--- src/rtl/pixel_mem_responder_pkg.sv ---
// Shared types and sizing helpers for the pixel-fetch memory responder.
package pixel_mem_responder_pkg;

   // Default configuration used when the top is instantiated without overrides.
   localparam int unsigned DEF_ADDR_BITS  = 8;
   localparam int unsigned DEF_WORD_BITS  = 8;
   localparam int unsigned DEF_IMG_HEIGHT = 4;
   localparam int unsigned DEF_IMG_WIDTH  = 4;
   localparam int unsigned DEF_NUM_IMGS   = 4;

   localparam int unsigned IMG_SIZE  = DEF_IMG_HEIGHT * DEF_IMG_WIDTH;
   localparam int unsigned MEM_DEPTH = DEF_NUM_IMGS * IMG_SIZE;

   typedef enum logic [2:0] {
      StIdle,
      StClr,
      StReq,
      StResp,
      StDone
   } state_e;

   function automatic int unsigned img_size(input int unsigned height, input int unsigned width);
      return height * width;
   endfunction

   function automatic int unsigned mem_depth(input int unsigned num_imgs,
                                             input int unsigned height,
                                             input int unsigned width);
      return num_imgs * height * width;
   endfunction

endpackage

--- src/rtl/pixel_store.sv ---
// On-chip image store: one synchronous read port, one write port.
// Reads return the pre-write contents on a same-address collision.
module pixel_store #(
   parameter int unsigned ADDR_BITS = 8,
   parameter int unsigned WORD_BITS = 8,
   parameter int unsigned DEPTH     = 64
) (
   input  logic                 clk,
   input  logic                 rst,
   input  logic                 rd_en,
   input  logic [ADDR_BITS-1:0] rd_addr,
   output logic [WORD_BITS-1:0] rd_data,
   input  logic                 wr_en,
   input  logic [ADDR_BITS-1:0] wr_addr,
   input  logic [WORD_BITS-1:0] wr_data
);

   localparam int unsigned IdxBits = (DEPTH > 1) ? $clog2(DEPTH) : 1;
   localparam int unsigned Aw1     = ADDR_BITS + 1;
   localparam logic [Aw1-1:0] DepthW = Aw1'(DEPTH);

   logic [WORD_BITS-1:0] mem [DEPTH];
   logic                 rd_in_range;
   logic                 wr_in_range;

   assign rd_in_range = ({1'b0, rd_addr} < DepthW);
   assign wr_in_range = ({1'b0, wr_addr} < DepthW);

   // Read register; out-of-range addresses read as zero.
   always_ff @(posedge clk) begin
      if (rst) begin
         rd_data <= '0;
      end else if (rd_en) begin
         rd_data <= rd_in_range ? mem[rd_addr[IdxBits-1:0]] : '0;
      end
   end

   // Array write; contents are deliberately not reset.
   always_ff @(posedge clk) begin
      if (wr_en && wr_in_range) begin
         mem[wr_addr[IdxBits-1:0]] <= wr_data;
      end
   end

endmodule

--- src/rtl/pixel_mem_responder.sv ---
// Memory-side responder for the receptive-field pixel fetch: serves one pixel
// per two cycles, tracks the requester's current image from its address and
// stops after the last image.
module pixel_mem_responder
   import pixel_mem_responder_pkg::*;
#(
   parameter int unsigned ADDR_BITS  = DEF_ADDR_BITS,
   parameter int unsigned WORD_BITS  = DEF_WORD_BITS,
   parameter int unsigned IMG_HEIGHT = DEF_IMG_HEIGHT,
   parameter int unsigned IMG_WIDTH  = DEF_IMG_WIDTH,
   parameter int unsigned NUM_IMGS   = DEF_NUM_IMGS
) (
   input  logic                              clk,
   input  logic                              rst,
   input  logic                              start,
   input  logic                              stall,
   input  logic [ADDR_BITS-1:0]              addr,
   output logic [WORD_BITS-1:0]              mem_word,
   output logic                              data_valid,
   output logic                              addr_clear,
   input  logic                              wr_en,
   input  logic [ADDR_BITS-1:0]              wr_addr,
   input  logic [WORD_BITS-1:0]              wr_data,
   output logic                              busy,
   output logic                              done,
   output logic [$clog2(NUM_IMGS+1)-1:0]     img_idx,
   output logic                              addr_err
);

   localparam int unsigned ImgSize  = img_size(IMG_HEIGHT, IMG_WIDTH);
   localparam int unsigned MemDepth = mem_depth(NUM_IMGS, IMG_HEIGHT, IMG_WIDTH);
   localparam int unsigned IdxBits  = $clog2(NUM_IMGS + 1);
   localparam int unsigned Aw1      = ADDR_BITS + 1;
   localparam logic [Aw1-1:0]     ImgSizeW = Aw1'(ImgSize);
   localparam logic [IdxBits-1:0] LastIdx  = IdxBits'(NUM_IMGS);

   if ($clog2(MemDepth) > ADDR_BITS) begin : g_depth_check
      $error("pixel_mem_responder: store depth does not fit in the address width");
   end

   state_e               state_q, state_d;
   logic [IdxBits-1:0]   img_idx_q, img_idx_d;
   logic [Aw1-1:0]       img_base_q, img_base_d;
   logic                 addr_err_q, addr_err_d;
   logic                 rd_en;
   logic [Aw1-1:0]       addr_ext;
   logic [Aw1-1:0]       base_end;
   logic [IdxBits-1:0]   idx_inc;

   // Extra top bit keeps base + image size from wrapping.
   assign addr_ext = {1'b0, addr};
   assign base_end = img_base_q + ImgSizeW;
   assign idx_inc  = img_idx_q + IdxBits'(1);

   // Next-state, image tracking and read-issue decode.
   always_comb begin
      state_d    = state_q;
      img_idx_d  = img_idx_q;
      img_base_d = img_base_q;
      addr_err_d = addr_err_q;
      rd_en      = 1'b0;
      unique case (state_q)
         StIdle: begin
            if (start) state_d = StClr;
         end
         StClr: begin
            img_idx_d  = '0;
            img_base_d = '0;
            addr_err_d = 1'b0;
            state_d    = StReq;
         end
         StReq: begin
            if (!stall) begin
               if (addr_ext >= base_end) begin
                  // Requester moved to the next image: rebase, re-check next cycle.
                  img_idx_d  = idx_inc;
                  img_base_d = base_end;
                  if (idx_inc == LastIdx) state_d = StDone;
               end else begin
                  if (addr_ext < img_base_q) addr_err_d = 1'b1;
                  rd_en   = 1'b1;
                  state_d = StResp;
               end
            end
         end
         StResp: begin
            state_d = StReq;
         end
         StDone: begin
            if (start) state_d = StClr;
         end
         default: begin
            state_d = StIdle;
         end
      endcase
   end

   // State and image-tracking registers.
   always_ff @(posedge clk) begin
      if (rst) begin
         state_q    <= StIdle;
         img_idx_q  <= '0;
         img_base_q <= '0;
         addr_err_q <= 1'b0;
      end else begin
         state_q    <= state_d;
         img_idx_q  <= img_idx_d;
         img_base_q <= img_base_d;
         addr_err_q <= addr_err_d;
      end
   end

   assign data_valid = (state_q == StResp);
   assign addr_clear = (state_q == StClr);
   assign busy       = (state_q == StClr) || (state_q == StReq) || (state_q == StResp);
   assign done       = (state_q == StDone);
   assign img_idx    = img_idx_q;
   assign addr_err   = addr_err_q;

   // Read data register doubles as mem_word; it only changes on an issued read.
   pixel_store #(
      .ADDR_BITS (ADDR_BITS),
      .WORD_BITS (WORD_BITS),
      .DEPTH     (MemDepth)
   ) u_store (
      .clk     (clk),
      .rst     (rst),
      .rd_en   (rd_en),
      .rd_addr (addr),
      .rd_data (mem_word),
      .wr_en   (wr_en),
      .wr_addr (wr_addr),
      .wr_data (wr_data)
   );

endmodule

--- config.mk ---
export PLATFORM = sky130hd
export DESIGN_NAME = pixel_mem_responder
export DESIGN_NICKNAME = d
export VERILOG_FILES = /design/src/rtl/pixel_mem_responder_pkg.sv /design/src/rtl/pixel_store.sv /design/src/rtl/pixel_mem_responder.sv
export SDC_FILE = /design/constraint.sdc
export NUM_CORES = 1
export LEC_CHECK = 0
export ABC_CLOCK_PERIOD_IN_PS = 4800
export BUFFER_PORTS_ARGS = -buffer_cell sky130_fd_sc_hd__buf_2
export CAP_MARGIN = 20
export CORE_ASPECT_RATIO = 1.2
export CORE_UTILIZATION = 40
export DETAILED_ROUTE_END_ITERATION = 6
export MAX_ROUTING_LAYER = met4
export PLACE_DENSITY = 0.65
export SLEW_MARGIN = 15
export SYNTH_ARGS = -nofsm -noshare
export SYNTH_HDL_FRONTEND = slang
export SYNTH_SLANG_ARGS = --single-unit
--- constraint.sdc ---
create_clock -name clk -period 4.8 [get_ports clk]
set_input_delay 0.24 -clock clk [delete_from_list [all_inputs] [get_ports clk]]
set_output_delay 0.24 -clock clk [all_outputs]
set_load 0.1 [all_outputs]
==> metrics.cfg, run 1 <==
[clock_tree]
cts_buffers=50
htree_levels=2
cts-root-buf=clkbuf_16
cts.sinks=532
cts_max_path_buffers=3
cts_tree=yes
cts_setup_buffers=0
clk_pin_slew_ns=0.06
clk_latency_ns=0.60

[setup_path]
r2r_slack_ns=2.01
critPathMaxStageDelay_ns=0.49
worstSetupPathType=register to register
startpoint=img_base_q[4]
cp-end-kind=register
cp_num_buf_inv=1
cp_num_cells=8
worst-path-max-fanout=11
r2r_start=img_base_q[4]
crit_family=compound AO/OA/AOI/OAI gates
critPathArrivalTime_ns=3.32
critical-path-slowest-cell=a211oi_1
required_ns=5.33
critPathCapture=u_store.rd_data[2]
cp-start-kind=register
worstRegToRegCells=8
cp_common_cell=ha_1
worstReg2RegEnd=u_store.rd_data[2]
crit_chain=ha_1, inv_1, ha_1, a2111o_1, nand3_1, nand2_1, a211oi_1, a22o_1

[timing]
finalSetupTns_ns=0
period_share=0.5805
rsz0062_at_grt=no
clock_skew_ns=0.01253
fin_crit_ns=2.786
fmax_ghz=0.3589
slew_headroom=0.2409
report.final.slew_viol_count=0
finalSetupViolations=0
worst_slew_pin_slew_ns=1.136
hold_violations=0
hold_ws_ns=0.02619

[yosys]
synthDistinctLibCells=58
synth_xor_area_frac=0.001670
ys.flop_type=edfxtp_1
async_flop_share=0
ys_top_cells_by_area=edfxtp_1 73%, mux4_2 11%, dfxtp_1 1.9%, nor2_1 1.5%, mux2i_1 1.2%
netlist_instances=1069
synth_top_cell_by_area=edfxtp_1
synth_seq_cells=532
synth-edff-count=512
synth-adder-area-share=0.006561
synth-seq-area-share=0.7520
synthesis.area_mm2=0.02098
yosysWarnings=0
synth-simple-area-share=0.04110
synth_compound_area_frac=0.04521
yosys-mux-area-fraction=0.1347
synth_top_area_frac=0.7329
synth_fp_nets=1109
avgSynthCellArea_um2=19.62
synth_top_family_by_area=multiplexers

[grt]
met3_usage=0.02803
grt_pass1_wl_mm=71.99
grt_usage=0.1912
grt_max_degree=69
met2_usage=0.3163
grt_busiest_layer=met2
grt_pass1_vias=10810
gr-usage-met1=0.2400
antenna_found_initial=0
overflow=0

[final_layout]
fillers=4332
area_growth_pct=11.95
layout_common_cells=512 x edfxtp_1, 105 x mux4_2, 83 x nor2_1
drive_gt1_frac=0.2154
nets=1174
final_common_cell=edfxtp_1

[pwr]
leakagePower_nw=7.301
internal_power_mw=7.465
vdd_drop_max_mv=0.2387
p_sw_mw=2.062
p_seq_frac=0.536
combPwrFrac=0.057
switching_share=0.2165
p_clk_frac=0.406
power_density_mw_per_mm2=405.7

[flow_run]
max-cap-violations=0

[placement]
place_congestion=0.8288
portBuffers=44
dp_hpwl_mm=29.55

[routing]
antenna_left=0
vias=10410
wl_per_cell_um=25.64
drc=0
firstDrtPassIters=5
drt_wl_total_mm=47.89
drtIter0Drc=1107
viasPerCell=5.575

[floorplanning]
num_io_pins=45
rows=91
die_h_um=252.9
start_util=0.4067
die_area_mm2=0.05337
fp.dieW_um=211.1
core_region_area_mm2=0.05158

[run_status]
outcome=complete, no violations

[min_path]
hold_path_class=input pin to register

worst reg2reg max path: cells and delay by family (launching register included):
family,cells,cell delay (ns)
AO/OA/AOI/OAI,3,1.09
AND/OR/NAND/NOR,2,0.66
adder cells (fa/ha/maj),2,0.59
flip-flops,1,0.35
buffers and inverters,1,0.04
cells in the mapped netlist (4+ instances only):
cell / number
nand2b_1: 9
a22o_1: 17
clkbuf_1: 23
nor3b_1: 4
edfxtp_1: 512
o22ai_1: 15
buf_2: 9
ha_1: 11
buf_1: 4
inv_1: 8
nand3_1: 11
a221oi_1: 10
o21ai_1: 6
nand2_1: 28
a32o_1: 5
nand3b_1: 4
dfxtp_1: 20
mux2i_1: 25
nor3_1: 11
nor2b_1: 18
a22oi_1: 16
a211oi_1: 12
mux4_2: 105
a21oi_1: 17
buf_6: 10
nor2_1: 83
a2111oi_0: 5
o21ai_0: 16
mux2_2: 13
layer usage:
layer | part of all wire | up-vias
met5 | 0 | -
met4 | 0.029 | 0
met3 | 0.067 | 85
met2 | 0.51 | 408
met1 | 0.39 | 5397
li1 | - | 4524
logic make-up after synthesis:
family / after synthesis
simple gates: 182
fa+ha+maj: 11
xor+xnor: 4
mux: 146
flops: 532
compound gates: 133
buf+inv: 61
worst min path at each step:
| stage | from | endpoint | slack (ns) | cells after the start |
|---|---|---|---|---|
| after global routing | stall | state_q[0] | 0.06 | 4 |
| after global placement | u_store.rd_data[3] | u_store.rd_data[3] | 0.45 | 1 |
| after CTS | stall | state_q[0] | 0.004 | 4 |
| after floorplan | rst | img_base_q[4] | 0.32 | 1 |
| after detailed placement | addr_err | addr_err | 0.46 | 2 |
| final | stall | state_q[0] | 0.03 | 4 |
per-stage QoR:
stage	setup slack, ns	util	cells	power [mW]	area [um^2]
5_1_grt	1.894	0.4553	1867	9.787	23480
2_1_floorplan	1.103	-	1069	5.552	20980
3_5_place_dp	1.443	0.4244	1777	5.760	21890
4_1_cts	1.966	0.4553	1867	9.598	23480
3_3_place_gp	1.481	0.4239	1776	5.751	21860
6_report	2.014	0.4553	1868	9.527	23480
power groups by stage:
stage	combinational [mW]	sequential [mW]	clock (mW)
floorplan	0.334	5.22	0
global placement	0.541	5.21	0
detailed placement	0.550	5.21	0
CTS	0.553	5.11	3.94
global route	0.581	5.11	4.10
finish	0.546	5.11	3.87
flip-flops by register name, summed over array words and instances, names as in the netlist:
name	count
addr_err	1
img_idx	3
state_q	3
img_base_q	5
u_store.mem	512
u_store.rd_data	8
cell type report:
class | instances | area [um^2] | area share
Tap cell | 697 | 872.1 | 0.03714
Clock inverter | 25 | 271.5 | 0.01156
Timing Repair Buffer | 66 | 417.9 | 0.01780
Clock buffer | 63 | 1300 | 0.05536
Multi-Input combinational cell | 476 | 4815 | 0.2050
Sequential cell | 532 | 15780 | 0.6717
Inverter | 8 | 30.03 | 0.001279
Antenna cell | 1 | 2.502 | 0.0001066
repair_timing:
item	in CTS	in global routing
resized for setup	0	0
endpoints found under the hold margin	9	0
hold buffers	2	0
(Power assumes the default switching activity.)
==> run 2: changes to the inputs <==
- ABC_CLOCK_PERIOD_IN_PS: 4800 -> 2900
- clock period: 4.8 -> 2.9 ns (I/O delays scaled with it)
==> metrics.cfg, run 2 (synthesized netlist as in run 1, its figures left out) <==
[clock_tree]
htree_levels=2  ; unchanged
cts_max_path_buffers=3  ; unchanged
clk_pin_slew_ns=0.06  ; about the same
cts_setup_buffers=0  ; unchanged
cts-root-buf=clkbuf_16
cts_buffers=51  ; +2.0%
cts.sinks=532  ; unchanged
cts_tree=yes
clk_latency_ns=0.58  ; -0.02 ns

[grt]
grt_pass1_vias=11110  ; +2.9%
grt_max_degree=42  ; -39%
antenna_found_initial=2  ; +2
overflow=0  ; unchanged
grt_pass1_wl_mm=72.66  ; +0.93%
grt_usage=0.1930  ; +0.001815

[routing]
drc=0  ; unchanged
vias=10930  ; +5.0%
drt_wl_total_mm=48.95  ; +2.2%
antenna_left=0  ; unchanged
wl_per_cell_um=24.99  ; -2.5%
firstDrtPassIters=5  ; unchanged
viasPerCell=5.579  ; about the same
drtIter0Drc=1040  ; -6.1%

[timing]
finalSetupTns_ns=0  ; unchanged
report.final.slew_viol_count=0  ; unchanged
slew_headroom=0.4197  ; +0.1788
clock_skew_ns=0.01485  ; +0.002313 ns
worst_slew_pin_slew_ns=0.8705  ; -0.2658 ns
fmax_ghz=0.3842  ; +7.1%
rsz0062_at_grt=no
finalSetupViolations=0  ; unchanged
fin_crit_ns=2.603  ; -0.1838 ns
period_share=0.8975  ; +0.3170
hold_violations=0  ; unchanged

[setup_path]
worstSetupPathType=register to register
worst-path-max-fanout=11  ; unchanged
critPathArrivalTime_ns=3.12  ; -0.20 ns
required_ns=3.42  ; -1.91 ns
worstRegToRegCells=8  ; unchanged
cp-start-kind=register
r2r_slack_ns=0.30  ; -1.72 ns
cp-end-kind=register
worstReg2RegEnd=u_store.rd_data[7]
r2r_start=img_base_q[4]

[final_layout]
layout_common_cells=512 x edfxtp_1, 105 x mux4_2, 97 x buf_4
largest_reg_flops=512  ; unchanged
final_core_utilization=0.4716  ; +0.01625
final_common_cell=edfxtp_1
nets=1259  ; +7.2%
area_growth_pct=15.94
drive_gt1_frac=0.2746  ; +0.05922
fin_area_mm2=0.02432  ; +3.6%

[placement]
dpl_cell_area_mm2=0.02259  ; +3.2%
dp_hpwl_mm=31.89  ; +7.9%
place_congestion=0.9038  ; +9.0%
portBuffers=44  ; unchanged

[min_path]
min_path_cells=1  ; -3
hold_path_class=input pin to register
holdPathEnd=u_store.mem[42][0]
hold_start=wr_data[0]

[pwr]
leakagePower_nw=7.858  ; +7.6%
power_density_mw_per_mm2=663.2  ; +63%
power.total_mw=16.13  ; +69%
vdd_drop_max_mv=0.3747  ; +57%

[floorplanning]
die_area_mm2=0.05337  ; unchanged
start_util=0.4067  ; unchanged
rows=91  ; unchanged
die_h_um=252.9  ; unchanged
num_io_pins=45  ; unchanged
core_region_area_mm2=0.05158  ; unchanged
fp.dieW_um=211.1  ; unchanged

[run_status]
outcome=complete, no violations

[flow_run]
max-cap-violations=0  ; unchanged

==> run 2: cell types whose count changed in the layout (fill, tap and decap cells not counted), sizes merged <==
cell         change
buf             +83
bufinv           +2
clkbuf           -7
clkinv          +14
clkinvlp         -1
diode            +1
dlygate4sd3      +1
inv              -2
==> run 2: layer usage <==
layer	share of wire	GRT usage	vias to the layer above
met4	0.035	0.07101	0
met3	0.072	0.03981	101
met2	0.49	0.3091	435
li1	-	-	4715
met1	0.40	0.2429	5679
met5	0	-	-
==> run 2: worst max path at each step <==
stage,from,endpoint,cells after the start
floorplan,state_q[0],img_idx[2],4
CTS,img_base_q[4],img_base_q[6],8
global placement,state_q[1],u_store.rd_data[2],6
finish,img_base_q[4],u_store.rd_data[7],8
detailed placement,img_base_q[4],u_store.rd_data[2],8
global route,img_base_q[4],img_idx[2],8
==> run 2: area by class of cell <==
| type | count | area [um^2] |
|---|---|---|
| inverter | 8 | 30.03 |
| clock buffer | 56 | 1338 |
| timing repair buffer | 150 | 1124 |
| clock inverter | 38 | 362.8 |
| tap | 697 | 872.1 |
| multi-input combinational | 476 | 4816 |
| fill | 4248 | 27260 |
| antenna | 2 | 5.005 |
| sequential | 532 | 15780 |
==> run 2: worst max-delay path: stages (launching register included) <==
cell	delay, ns
dfxtp_1	0.36
ha_1	0.27
xnor2_1	0.15
ha_1	0.29
o21ai_0	0.08
nand2b_1	0.09
nand3_1	0.35
a21oi_1	0.71
a22o_1	0.24
==> run 2: per-stage QoR <==
step                setup slack (ns)  hold slack (ns)  std cells
floorplan                     0.4351           0.2243       1069
global route                  0.1153           0.1291       1959
CTS                           0.3332           0.1046       1957
detailed placement            0.3426           0.4554       1860
finish                        0.2973           0.1177       1959
global placement              0.4254           0.4525       1860
==> run 2: power breakdown <==
group / internal, mW / switching, mW
logic: 0.318 / 0.617
registers: 8.44 / 0.0182
clock network: 3.94 / 2.80
total: 12.7 / 3.43
==> run 2: what timing repair did <==
action                    in CTS  in global routing
hold endpoints to repair      11                  0
hold buffers                   3                  0
gates resized for setup        0                  0
==> run 3: changes to the inputs <==
- PLACE_DENSITY: 0.65 -> 0.56
==> metrics.cfg, run 3 (synthesized netlist as in run 1, its figures left out) <==
[min_path]
hold_path_class=input pin to register
hold_start=wr_data[2]

[routing]
drt_wl_total_mm=50.41  ; +3.0%
antenna_left=0  ; unchanged
firstDrtPassIters=5  ; unchanged
drtIter0Drc=1108  ; +6.5%
wl_per_cell_um=25.54  ; +2.2%
vias=10870  ; -0.54%
drc=0  ; unchanged
viasPerCell=5.507  ; -1.3%

[final_layout]
multi_input_comb_area_mm2=0.004816  ; unchanged
largest_reg_flops=512  ; unchanged
final_core_utilization=0.4729  ; +0.001383
fin_area_mm2=0.02439  ; +0.29%
fillers=4329  ; +1.9%
drive_gt1_frac=0.2826  ; +0.007971
nets=1276  ; +1.4%
area_growth_pct=16.28
ff_latch_area_mm2=0.01578  ; unchanged
layout_common_cells=512 x edfxtp_1, 116 x buf_4, 105 x mux4_2
final_common_cell=edfxtp_1

[floorplanning]
start_util=0.4067  ; unchanged
die_area_mm2=0.05337  ; unchanged
num_io_pins=45  ; unchanged
die_h_um=252.9  ; unchanged
core_region_area_mm2=0.05158  ; unchanged
rows=91  ; unchanged
fp.dieW_um=211.1  ; unchanged

[clock_tree]
clk_latency_ns=0.61  ; +0.03 ns
cts_buffers=51  ; unchanged
cts_tree=yes
cts_max_path_buffers=3  ; unchanged
cts-root-buf=clkbuf_16
htree_levels=2  ; unchanged
cts.sinks=532  ; unchanged
clk_pin_slew_ns=0.07  ; about the same
cts_resized=0  ; unchanged

[timing]
clock_skew_ns=0.02767  ; +0.01282 ns
slew_headroom=0.3143  ; -0.1053
fmax_ghz=0.3823  ; -0.50%
finalSetupViolations=0  ; unchanged
worst_slew_pin_slew_ns=1.028  ; +0.1580 ns
hold_violations=0  ; unchanged
report.final.slew_viol_count=0  ; unchanged
period_share=0.9020  ; +0.004482
hold_ws_ns=0.08084  ; -0.03687 ns
finalSetupTns_ns=0  ; unchanged
rsz0062_at_grt=no
fin_crit_ns=2.616  ; +0.01300 ns

[pwr]
vdd_drop_max_mv=0.4659  ; +24%
power_density_mw_per_mm2=658.3  ; -0.75%
leakagePower_nw=7.912  ; +0.69%
power.total_mw=16.06  ; -0.46%

[placement]
portBuffers=44  ; unchanged
dpl_cell_area_mm2=0.02268  ; +0.40%
dp_hpwl_mm=33.20  ; +4.1%
place_congestion=0.8561  ; -5.3%

[grt]
grt_pass1_vias=11170  ; +0.51%
overflow=0  ; unchanged
grt_usage=0.1984  ; +0.005368
grt_pass1_wl_mm=74.06  ; +1.9%
antenna_found_initial=3  ; +1
grt_max_degree=65  ; +55%

[setup_path]
crit_chain=ha_1, xnor2_1, ha_1, o21ai_0, nand2b_1, nand3_1, buf_4, a21oi_1, a22o_1
critPathMaxStageDelay_ns=0.80  ; +0.09 ns
critical-path-slowest-cell=a21oi_1
cp_common_cell=ha_1
r2r_start=img_base_q[4]
worst-path-max-fanout=9  ; -2
startpoint=img_base_q[4]
r2r_slack_ns=0.28  ; about the same
worstSetupPathType=register to register
worstRegToRegCells=9  ; +1
cp-start-kind=register
critPathCapture=u_store.rd_data[7]
required_ns=3.45  ; +0.03 ns
worstReg2RegEnd=u_store.rd_data[7]
critPathArrivalTime_ns=3.17  ; +0.05 ns
cp-end-kind=register

[flow_run]
max-cap-violations=0  ; unchanged

[run_status]
outcome=complete, no violations

[run 3: cell types whose count changed in the layout (fill, tap and decap cells not counted), sizes merged]
| cell | previous run | this run |
|---|---|---|
| clkbuf | 56 | 59 |
| bufinv | 7 | 5 |
| dlygate4sd3 | 3 | 4 |
| buf | 147 | 163 |
| clkinv | 28 | 23 |
| diode | 2 | 3 |
| clkinvlp | 2 | 3 |
[run 3: how the worst min path moves through the flow]
stage	slack (ns)	cells after the start	end
floorplan	0.22	1	img_base_q[4]
global placement	0.44	2	addr_err
detailed placement	0.45	2	addr_err
CTS	0.07	1	u_store.mem[63][2]
global route	0.09	1	u_store.mem[63][2]
finish	0.08	1	u_store.mem[61][2]
[run 3: cell type report]
type / count / area share
Multi-Input combinational cell: 476 / 0.1974
Sequential cell: 532 / 0.6467
Clock inverter: 32 / 0.01231
Tap cell: 697 / 0.03575
Clock buffer: 59 / 0.05611
Timing Repair Buffer: 167 / 0.05016
Inverter: 8 / 0.001231
Antenna cell: 3 / 0.0003078
[run 3: through the flow]
stage,instances,worst slack (ns)
final,1974,0.2843
after global routing,1974,0.08954
after CTS,1971,0.3163
after detailed placement,1876,0.2668
after global placement,1875,0.2873
after floorplan,1069,0.4351
[run 3: worst max-delay path, delay by kind of cell (launching register included)]
kind / cells / cell delay [ns]
adders and majority gates: 2 / 0.53
AOI/OAI and AO/OA: 3 / 1.14
xor gates and xnor gates: 1 / 0.14
buffers and inverters: 1 / 0.19
DFF: 1 / 0.34
and+or+nand+nor: 2 / 0.21
[run 3: per-layer routing]
layer,track usage,wire (um)
met1,0.2573,21300
met2,0.3131,24580
met3,0.03634,2873
met4,0.07205,1652
met5,-,0
[run 3: what timing repair did]
item,CTS,global route
endpoints found under the hold margin,27,0
setup buffers,0,0
setup endpoints to repair,0,0
hold buffers,4,0
[run 3: power by group]
part / switching, mW / internal [mW]
Clock: 2.83 / 3.82
Sequential: 0.0184 / 8.44
Combinational: 0.628 / 0.325
Total: 3.47 / 12.6
